===== src/rtl/heavy_part_pkg.sv =====
// Shared definitions for the heavy-part bucket RAM: geometry, bucket field layout
// and the arbiter state encoding.
package heavy_part_pkg;

    localparam int HP_ADDR_W = 12;
    localparam int HP_DATA_W = 96;

    // Bucket layout: {key, value, counter}
    localparam int HP_KEY_MSB = 95;
    localparam int HP_KEY_LSB = 64;
    localparam int HP_VAL_MSB = 63;
    localparam int HP_VAL_LSB = 32;
    localparam int HP_CNT_MSB = 31;
    localparam int HP_CNT_LSB = 0;

    typedef enum logic {
        init_s = 1'b0,
        run_s  = 1'b1
    } state_t;

endpackage


===== src/rtl/heavy_part_ram_arbiter.sv =====
// Single-port bucket RAM arbiter: zero-fills the RAM after reset, then grants the
// write-back stage first, with a bounded write burst so the table-read stage is never starved.
module heavy_part_ram_arbiter
    import heavy_part_pkg::*;
#(
    parameter int ADDR_W       = HP_ADDR_W,
    parameter int DATA_W       = HP_DATA_W,
    parameter int WR_BURST_MAX = 4,
    parameter int INIT_CLEAR   = 1
) (
    input  logic              clk,
    input  logic              reset,
    input  logic              rd_req,
    input  logic [ADDR_W-1:0] rd_addr,
    output logic              rd_ack,
    input  logic              wr_req,
    input  logic [ADDR_W-1:0] wr_addr,
    input  logic [DATA_W-1:0] wr_data,
    output logic              wr_ack,
    output logic              ram_rden,
    output logic              ram_wren,
    output logic [ADDR_W-1:0] ram_addr,
    output logic [DATA_W-1:0] ram_wdata,
    output logic              init_done
);

    localparam int                 BURST_W     = 4;
    localparam logic [BURST_W-1:0] BURST_LIMIT = BURST_W'(WR_BURST_MAX);

    state_t              state;
    logic [ADDR_W:0]     clear_cnt;   // extra MSB marks "all addresses issued"
    logic [BURST_W-1:0]  burst_cnt;
    logic                running;
    logic                force_rd;

    // NOTE: every signal assigned here gets a value on every path, so no latch can form.
    always_comb begin
        running  = (state == run_s);
        force_rd = (burst_cnt == BURST_LIMIT) && rd_req;
        wr_ack   = running && wr_req && !force_rd;
        rd_ack   = running && rd_req && (!wr_req || force_rd);
    end

    // NOTE: state registers use non-blocking assignments so all of them update together at the edge.
    always_ff @(posedge clk or negedge reset) begin
        if (!reset) begin
            state     <= (INIT_CLEAR != 0) ? init_s : run_s;
            init_done <= (INIT_CLEAR == 0);
            clear_cnt <= '0;
            burst_cnt <= '0;
            ram_rden  <= 1'b0;
            ram_wren  <= 1'b0;
            ram_addr  <= '0;
            ram_wdata <= '0;
        end else begin
            ram_rden <= 1'b0;
            ram_wren <= 1'b0;
            if (state == init_s) begin
                if (clear_cnt[ADDR_W]) begin
                    state     <= run_s;
                    init_done <= 1'b1;
                end else begin
                    ram_wren  <= 1'b1;
                    ram_addr  <= clear_cnt[ADDR_W-1:0];
                    ram_wdata <= '0;
                    clear_cnt <= clear_cnt + 1'b1;
                end
            end else begin
                if (wr_ack) begin
                    ram_wren  <= 1'b1;
                    ram_addr  <= wr_addr;
                    ram_wdata <= wr_data;
                end else if (rd_ack) begin
                    ram_rden <= 1'b1;
                    ram_addr <= rd_addr;
                end
                // Counts writes that overtook a waiting read; saturation triggers force_rd.
                if (rd_ack || !rd_req)
                    burst_cnt <= '0;
                else if (wr_ack && burst_cnt != BURST_LIMIT)
                    burst_cnt <= burst_cnt + 1'b1;
            end
        end
    end

endmodule


===== config.mk =====
export PLATFORM = sky130hd
export DESIGN_NAME = heavy_part_ram_arbiter
export DESIGN_NICKNAME = d
export VERILOG_FILES = /design/src/rtl/heavy_part_pkg.sv /design/src/rtl/heavy_part_ram_arbiter.sv
export SDC_FILE = /design/constraint.sdc
export NUM_CORES = 1
export LEC_CHECK = 0
export BUFFER_PORTS_ARGS = -buffer_cell sky130_fd_sc_hd__buf_2
export CORE_MARGIN = 4
export CORE_UTILIZATION = 42
export CTS_CLUSTER_DIAMETER = 40
export DETAILED_ROUTE_END_ITERATION = 10
export PLACE_DENSITY = 0.7
export SYNTH_ARGS = -nofsm -noshare
export SYNTH_HDL_FRONTEND = slang
export SYNTH_SLANG_ARGS = --single-unit
export TNS_END_PERCENT = 10

===== constraint.sdc =====
create_clock -name clk -period 2.2 [get_ports clk]
set_clock_uncertainty 0.1 [all_clocks]
set_input_delay 0.22 -clock clk [delete_from_list [all_inputs] [get_ports clk]]
set_output_delay 0.22 -clock clk [all_outputs]
set_load 0.005 [all_outputs]

==> results of run 1 <==
## worst max-delay path: stages (launching register included)
cell     delay (ns)
dfrtp_1        0.40
inv_1          0.06
ha_1           0.20
and4b_1        0.27
nor2_8         0.24
buf_2          0.16
## layer usage
layer	vias to the layer above	wire length (µm)	global-route usage (%)	part of all wire, %
li1	2597	-	-	-
met1	2595	7160	26.5	40
met2	208	8910	35.9	49
met3	73	1060	5.73	5.9
met4	2	889	12.8	4.9
met5	-	12	0	0.067
## layout make-up
type / count / area, µm² / area share (%)
clock inverter: 13 / 138 / 1.51
inverter: 102 / 383 / 4.19
multi-input combinational: 330 / 2280 / 25.0
tap: 180 / 225 / 2.47
clock buffer: 19 / 443 / 4.85
timing repair buffer: 353 / 2420 / 26.5
sequential: 129 / 3230 / 35.4
antenna: 5 / 12.5 / 0.137
## kinds of logic (layout without fill, tap and decap cells)
| logic type | Yosys count | after routing |
|---|---|---|
| and+or+nand+nor | 188 | 188 |
| buffers and inverters | 136 | 487 |
| DFF | 129 | 129 |
| muxes | 97 | 97 |
| AOI/OAI and AO/OA | 31 | 31 |
| xor gates and xnor gates | 11 | 11 |
| adders and majority gates | 3 | 3 |
| other | 0 | 5 |
## cells in the final DEF, fill, tap and decap left out, types with 2 or more instances in the layout
master	netlist	routed
nor2b_1	12	12
diode_2	0	5
and3_1	12	12
buf_12	0	9
inv_1	101	101
ha_1	3	3
clkbuf_16	0	17
buf_4	8	12
dfrtp_1	129	129
o32a_1	12	12
bufinv_16	0	2
nand3_1	5	5
nor3_1	5	5
xnor2_1	5	5
nand4_1	3	3
o22ai_1	12	12
o21a_1	3	3
mux2i_1	96	96
clkinv_4	0	3
nand2_1	107	107
buf_2	9	235
nor4_1	4	4
nand2b_1	5	5
clkinvlp_4	0	3
xor2_1	6	6
clkinv_2	0	4
nor2_1	14	14
nor3b_1	12	12
dlygate4sd3_1	0	97
## per-stage QoR
| step | setup WS (ns) | power, mW | cells | area (µm²) | utilization [%] |
|---|---|---|---|---|---|
| after floorplan | 0.436 | 2.47 | 595 | 6100 | - |
| after global placement | 0.335 | 2.65 | 997 | 7560 | 53.8 |
| after detailed placement | 0.241 | 2.65 | 997 | 7560 | 53.8 |
| after CTS | 0.0885 | 5.54 | 1126 | 9110 | 64.9 |
| after global routing | 0.00579 | 5.71 | 1127 | 9120 | 64.9 |
| final | 0.131 | 5.49 | 1131 | 9130 | 65.0 |
## where the power goes
group / leakage, nW / switching [mW] / internal, mW
clock: 0.279 / 1.05 / 1.70
sequential: 1.76 / 0.00113 / 2.37
combinational: 2.84 / 0.151 / 0.225
## repair_timing
item	4_1_cts	5_1_grt
hold endpoints to repair	136	0
resized for setup	1	1
hold buffers	97	0
endpoints found under the setup margin	1	1
## worst min-delay path by stage
stage / slack, ns / from / endpoint
after floorplan: -0.18 / reset / burst_cnt[0]
after global placement: 0.16 / reset / ram_rden
after detailed placement: 0.15 / reset / ram_rden
after CTS: 0.04 / wr_req / burst_cnt[3]
after global routing: 0.07 / wr_req / burst_cnt[3]
final: 0.05 / wr_req / burst_cnt[3]
## registers in the layout, indices dropped and copies added (netlist names)
| register | cells |
|---|---|
| ram_wdata | 96 |
| clear_cnt | 13 |
| ram_addr | 12 |
| burst_cnt | 4 |
| init_done | 1 |
| ram_rden | 1 |
| ram_wren | 1 |
| running | 1 |
==> PnR_summary.wiki, run 1 <==
{| class="wikitable"
! Metric !! Value
|-
| Number of storage elements in the synthesis netlist || 129
|-
| Post-CTS Repair Setup Buffers || 0
|-
| Final-stage net count || 1060
|-
| Setup TNS || 0 ns
|-
| Post-synthesis cell count || 595
|-
| Initial DRC Count || 204
|-
| Critical path capture point || wr_ack
|-
| Number of hold violations in the final report || 0
|-
| Most used flip-flop cell after synthesis || dfrtp_1
|-
| Slew of the pin with the lowest slew margin || 0.675 ns
|-
| Netlist cell types || 40
|-
| Portion of synthesized cell area occupied by the leading cell type || 52.9%
|-
| Weighted congestion reported at the end of routability-driven placement || 0.816
|-
| Critical path arrival || 1.75 ns
|-
| Number of global-route vias before repair || 5800
|-
| Simple-gate share of the synthesized area || 15.2%
|-
| Area growth from synthesis to layout || 49.6%
|-
| Share of synthesized area spent on multiplexers || 15.9%
|-
| Depth of the most critical reg-to-reg path || 7
|-
| Post-synthesis compound-gate area fraction || 4.04%
|-
| Reg-to-Reg Start || burst_cnt[0]
|-
| Pwr dens || 602 nW/µm²
|-
| Final period util || 94.1%
|-
| Worst skew pair latency || 0.41 ns
|-
| Worst hold slack after final layout || 0.0545 ns
|-
| Overall die width || 129 µm
|-
| Launch point of the critical path || burst_cnt[0]
|-
| Cell depth of the worst hold path || 3
|-
| Synthesis warning total || 0
|-
| Pleak || 4.88 nW
|-
| Adder-Cell Fraction of Synth Area || 0.615%
|-
| DR WL/cell || 15.9 µm
|-
| Count of max-cap constraint violations || 0
|-
| Total global routing overflow || 0
|-
| Share of post-route cells with drive strength above 1 || 31.2%
|-
| Overall die area || 16500 µm²
|-
| Path type of the worst setup path || reg -> out
|-
| Largest net degree at the start of global routing || 64
|-
| EDFF count, synth || 0
|-
| Post-synth top cells || dfrtp_1, nand2_1, inv_1
|-
| Crit start category || flip-flop
|-
| Mapped Area || 6100 µm²
|-
| Number of clock buffers inserted by TritonCTS || 17
|-
| Filler cell count in the final layout || 1055
|-
| Clock-pin slew on the worst setup and hold paths || 0.06 ns
|-
| Synth Area per Inst || 10.3 µm²
|-
| Number of port buffers || 236
|-
| DRC violations left || 0
|-
| Slew Viols, Final || 0
|-
| Standard-cell row count || 43
|-
| Total routing resource utilization after global routing || 22.1%
|-
| Largest fanout on the critical path || 7
|-
| Top post-synthesis cells by area || dfrtp_1, mux2i_1, nand2_1, inv_1, o32a_1
|-
| Outcome || finished, final reports clean
|-
| Root cell of the clock tree || clkbuf_16
|-
| Worst hold path class || in -> reg
|-
| Relative slew slack || 55.0%
|-
| Post-Syn Nets || 722
|-
| Initial antenna violation count || 2
|-
| Worst vdd ir || 0.472 mV
|-
| Unrepaired setup endpoints after global routing || no
|-
| Required @ worst endpoint || 1.88 ns
|-
| Most used standard cell by instance count after synthesis || dfrtp_1
|-
| Effective utilization at floorplan || 43.4%
|-
| Overall via count from detail_route || 5475
|-
| I/O pin cnt || 237
|-
| Clk sinks || 129
|-
| Largest family of logic cells by synthesized area || multiplexers
|-
| Cell accounting for the most synthesized area || dfrtp_1
|-
| Core area || 14000 µm²
|-
| Fraction of synthesized cell area in xor and xnor cells || 1.58%
|-
| Seq/Total Area, Yosys || 52.9%
|-
| Reg2reg setup slack || 0.24 ns
|-
| Proportion of synthesized flip-flops having asynchronous set or reset || 100%
|-
| Wire length of the first global-routing pass || 28.9 mm
|-
| Die span in y || 129 µm
|-
| Iteration count of the initial detailed-routing pass || 4
|-
| Clock tree from TritonCTS || done
|-
| Deepest level of the CTS H-tree || 4
|-
| Sum of routed wire length over all layers || 18.0 mm
|-
| HPWL after detailed placement || 11.4 mm
|-
| Highest Clock Rate || 483 MHz
|-
| Crit path capture type || primary output
|-
| Routed via count divided by cell count || 4.84
|-
| Worst-case clock buffer depth || 2
|-
| Minimum clock period after layout || 2.07 ns
|-
| Remaining antenna violation count after routing || 0
|-
| Capturing point of the worst reg2reg path || ram_wdata[42]
|-
| Number of setup violations in the final report || 0
|}
Power figures use the tool's default switching activity.
==> run 2, diff against run 1 <==
--- a/config.mk
+++ b/config.mk
@@ -7,10 +7,10 @@
 export LEC_CHECK = 0
 export BUFFER_PORTS_ARGS = -buffer_cell sky130_fd_sc_hd__buf_2
 export CORE_MARGIN = 4
-export CORE_UTILIZATION = 42
+export CORE_UTILIZATION = 49
 export CTS_CLUSTER_DIAMETER = 40
 export DETAILED_ROUTE_END_ITERATION = 10
-export PLACE_DENSITY = 0.7
+export PLACE_DENSITY = 0.8
 export SYNTH_ARGS = -nofsm -noshare
 export SYNTH_HDL_FRONTEND = slang
 export SYNTH_SLANG_ARGS = --single-unit
==> run 2 against run 1 <==
Net effect: global-route usage grew 5.7 points; sequential power is essentially flat; worst hold slack lost 0.031 ns; sequential share of layout area grew 0.11 points; count of clock-buffer cells in the layout is the same; utilization grew 10 points; setup slack lost 0.014 ns; die area shrank 13%; non-clock buffer count shrank 3.
==> PnR_summary.wiki, run 2 (synthesized netlist as in run 1, its figures left out) <==
{| class="wikitable"
! Metric !! Value
|-
| Max reg flops || 96 (unchanged)
|-
| Final-stage net count || 1057 (-0.28%)
|-
| HPWL after detailed placement || 11.0 mm (-3.5%)
|-
| Number of global-route vias before repair || 6319 (+8.9%)
|-
| I/O pin cnt || 237 (unchanged)
|-
| Most common library cell in the layout ignoring fill and taps || buf_2
|-
| Required @ worst endpoint || 1.88 ns (about the same)
|-
| Most flop-heavy register || ram_wdata
|-
| Worst skew pair latency || 0.42 ns (about the same)
|-
| Slew Viols, Final || 0 (unchanged)
|-
| Overall die width || 120 µm (-7.0%)
|-
| Sum of routed wire length over all layers || 19.5 mm (+8.0%)
|-
| Slew of the pin with the lowest slew margin || 0.706 ns (+0.0306 ns)
|-
| Clock-pin slew on the worst setup and hold paths || 0.06 ns (about the same)
|-
| Share of post-route cells with drive strength above 1 || 31.0% (-0.19 points)
|-
| Clk sinks || 129 (unchanged)
|-
| Pwr dens || 648 nW/µm² (+7.7%)
|-
| Worst hold path class || in -> reg
|-
| DRC violations left || 0 (unchanged)
|-
| Critical path arrival || 1.76 ns (about the same)
|-
| Highest Clock Rate || 480 MHz (-0.67%)
|-
| Number of port buffers || 236 (unchanged)
|-
| DR WL/cell || 17.5 µm (+9.9%)
|-
| Number of clock buffers inserted by TritonCTS || 17 (unchanged)
|-
| Share of the core filled with cells || 75.2% (+10 points)
|-
| Critical path, cell by cell || inv_1 > ha_1 > and4b_1 > nor2_8 > buf_4 > buf_2
|-
| Effective utilization at floorplan || 50.4% (+6.9 points)
|-
| Outcome || finished, final reports clean
|-
| Overall die area || 14300 µm² (-13%)
|-
| Routed via count divided by cell count || 5.10 (+5.4%)
|-
| Minimum clock period after layout || 2.08 ns (+0.0140 ns)
|-
| Clock tree from TritonCTS || done
|-
| Weighted congestion reported at the end of routability-driven placement || 0.826 (+1.3%)
|-
| Critical path's top delay family || flip-flops
|-
| Initial DRC Count || 323 (+58%)
|-
| Worst vdd ir || 0.536 mV (+14%)
|-
| Crit start category || flip-flop
|-
| Largest net degree at the start of global routing || 73 (+14%)
|-
| Iteration count of the initial detailed-routing pass || 5 (+1)
|-
| Unrepaired setup endpoints after global routing || no
|-
| Biggest registers after layout || ram_wdata: 96 flops, clear_cnt: 13 flops, ram_addr: 12 flops
|-
| Crit path buf inv count || 3 (+1)
|-
| Initial antenna violation count || 0 (-2)
|-
| Standard-cell row count || 40 (-7.0%)
|-
| Wire length of the first global-routing pass || 31.4 mm (+8.3%)
|-
| Number of setup violations in the final report || 0 (unchanged)
|-
| Die span in y || 120 µm (-7.0%)
|-
| Pleak || 4.87 nW (-0.14%)
|-
| Deepest level of the CTS H-tree || 4 (unchanged)
|-
| Worst-case clock buffer depth || 2 (unchanged)
|-
| Path type of the worst setup path || reg -> out
|-
| Area growth from synthesis to layout || 49.2%
|-
| Relative slew slack || 52.9% (-2.0 points)
|-
| Most frequent cells in the layout || buf_2, dfrtp_1, nand2_1, inv_1, dlygate4sd3_1
|-
| Remaining antenna violation count after routing || 0 (unchanged)
|-
| Crit path capture type || primary output
|-
| Final period util || 94.7% (+0.64 points)
|-
| Setup TNS || 0 ns (unchanged)
|-
| Slowest stage delay, CP || 0.41 ns (about the same)
|-
| Number of hold violations in the final report || 0 (unchanged)
|-
| Total global routing overflow || 0 (unchanged)
|-
| Overall via count from detail_route || 5675 (+3.7%)
|-
| Root cell of the clock tree || clkbuf_16
|-
| Critical Path Slowest Stage Cell || dfrtp_1
|-
| Count of max-cap constraint violations || 0 (unchanged)
|-
| Largest fanout on the critical path || 6 (-1)
|-
| Total routing resource utilization after global routing || 27.8% (+5.7 points)
|-
| Core area || 12100 µm² (-14%)
|}
-- run 2: per-stage QoR --
stage / setup slack, ns / area [µm²] / instances / hold slack (ns) / power (mW)
final: 0.117 / 9100 / 1112 / 0.0230 / 5.90
after global placement: 0.304 / 7470 / 981 / 0.158 / 2.65
after CTS: 0.00139 / 9090 / 1110 / 0.00869 / 5.89
after floorplan: 0.436 / 6100 / 595 / -0.176 / 2.47
after detailed placement: 0.240 / 7470 / 981 / 0.158 / 2.65
after global routing: 0.0233 / 9100 / 1110 / 0.0318 / 6.08
-- run 2: report_power, final --
| part | internal, mW | switching (mW) | leakage, nW |
|---|---|---|---|
| Clock | 2.04 | 1.10 | 0.302 |
| Combinational | 0.224 | 0.156 | 2.81 |
| Sequential | 2.37 | 0.00120 | 1.76 |
-- run 2: what timing repair did --
| action | 4_1_cts | 5_1_grt |
|---|---|---|
| pin swaps | 1 | 0 |
| hold buffers | 97 | 0 |
| setup buffers | 1 | 0 |
| hold endpoints to repair | 225 | 0 |
| resized for setup | 1 | 2 |
| setup endpoints to repair | 2 | 1 |
-- run 2: final timing paths --
check | from | to | slack [ns] | cells past startpoint
max in group asynchronous | reset | ram_wdata[18] | 1.39 | 3
worst min-delay path | wr_req | burst_cnt[3] | 0.02 | 3
min in group asynchronous | reset | ram_wdata[76] | 0.26 | 3
worst max register to register | burst_cnt[0] | ram_wdata[1] | 0.18 | 7
worst max-delay path | burst_cnt[0] | wr_ack | 0.12 | 6
worst min register to register | init_done | init_done | 0.36 | 1
-- run 2: routing by layer --
metal / share of wire [%] / GRT usage, % / vias up / routed length (µm)
met4: 5.9 / 18.2 / 0 / 1160
met3: 5.9 / 6.74 / 96 / 1150
met2: 51 / 47.7 / 290 / 10000
met5: 0 / 0 / - / 0
met1: 37 / 30.7 / 2711 / 7170
li1: - / - / 2578 / -
-- run 2: layout make-up --
class / count / area (µm²)
antenna: 2 / 5.00
clock buffer: 19 / 443
clock inverter: 12 / 206
fill: 776 / 3010
inverter: 102 / 383
multi-input combinational: 330 / 2280
sequential: 129 / 3230
tap: 168 / 210
timing repair buffer: 350 / 2340
-- run 2: worst min-delay path: cells and delay by family --
family / cells / cell delay [ns]
and+or+nand+nor: 2 / 0.14
buffers and inverters: 1 / 0.13
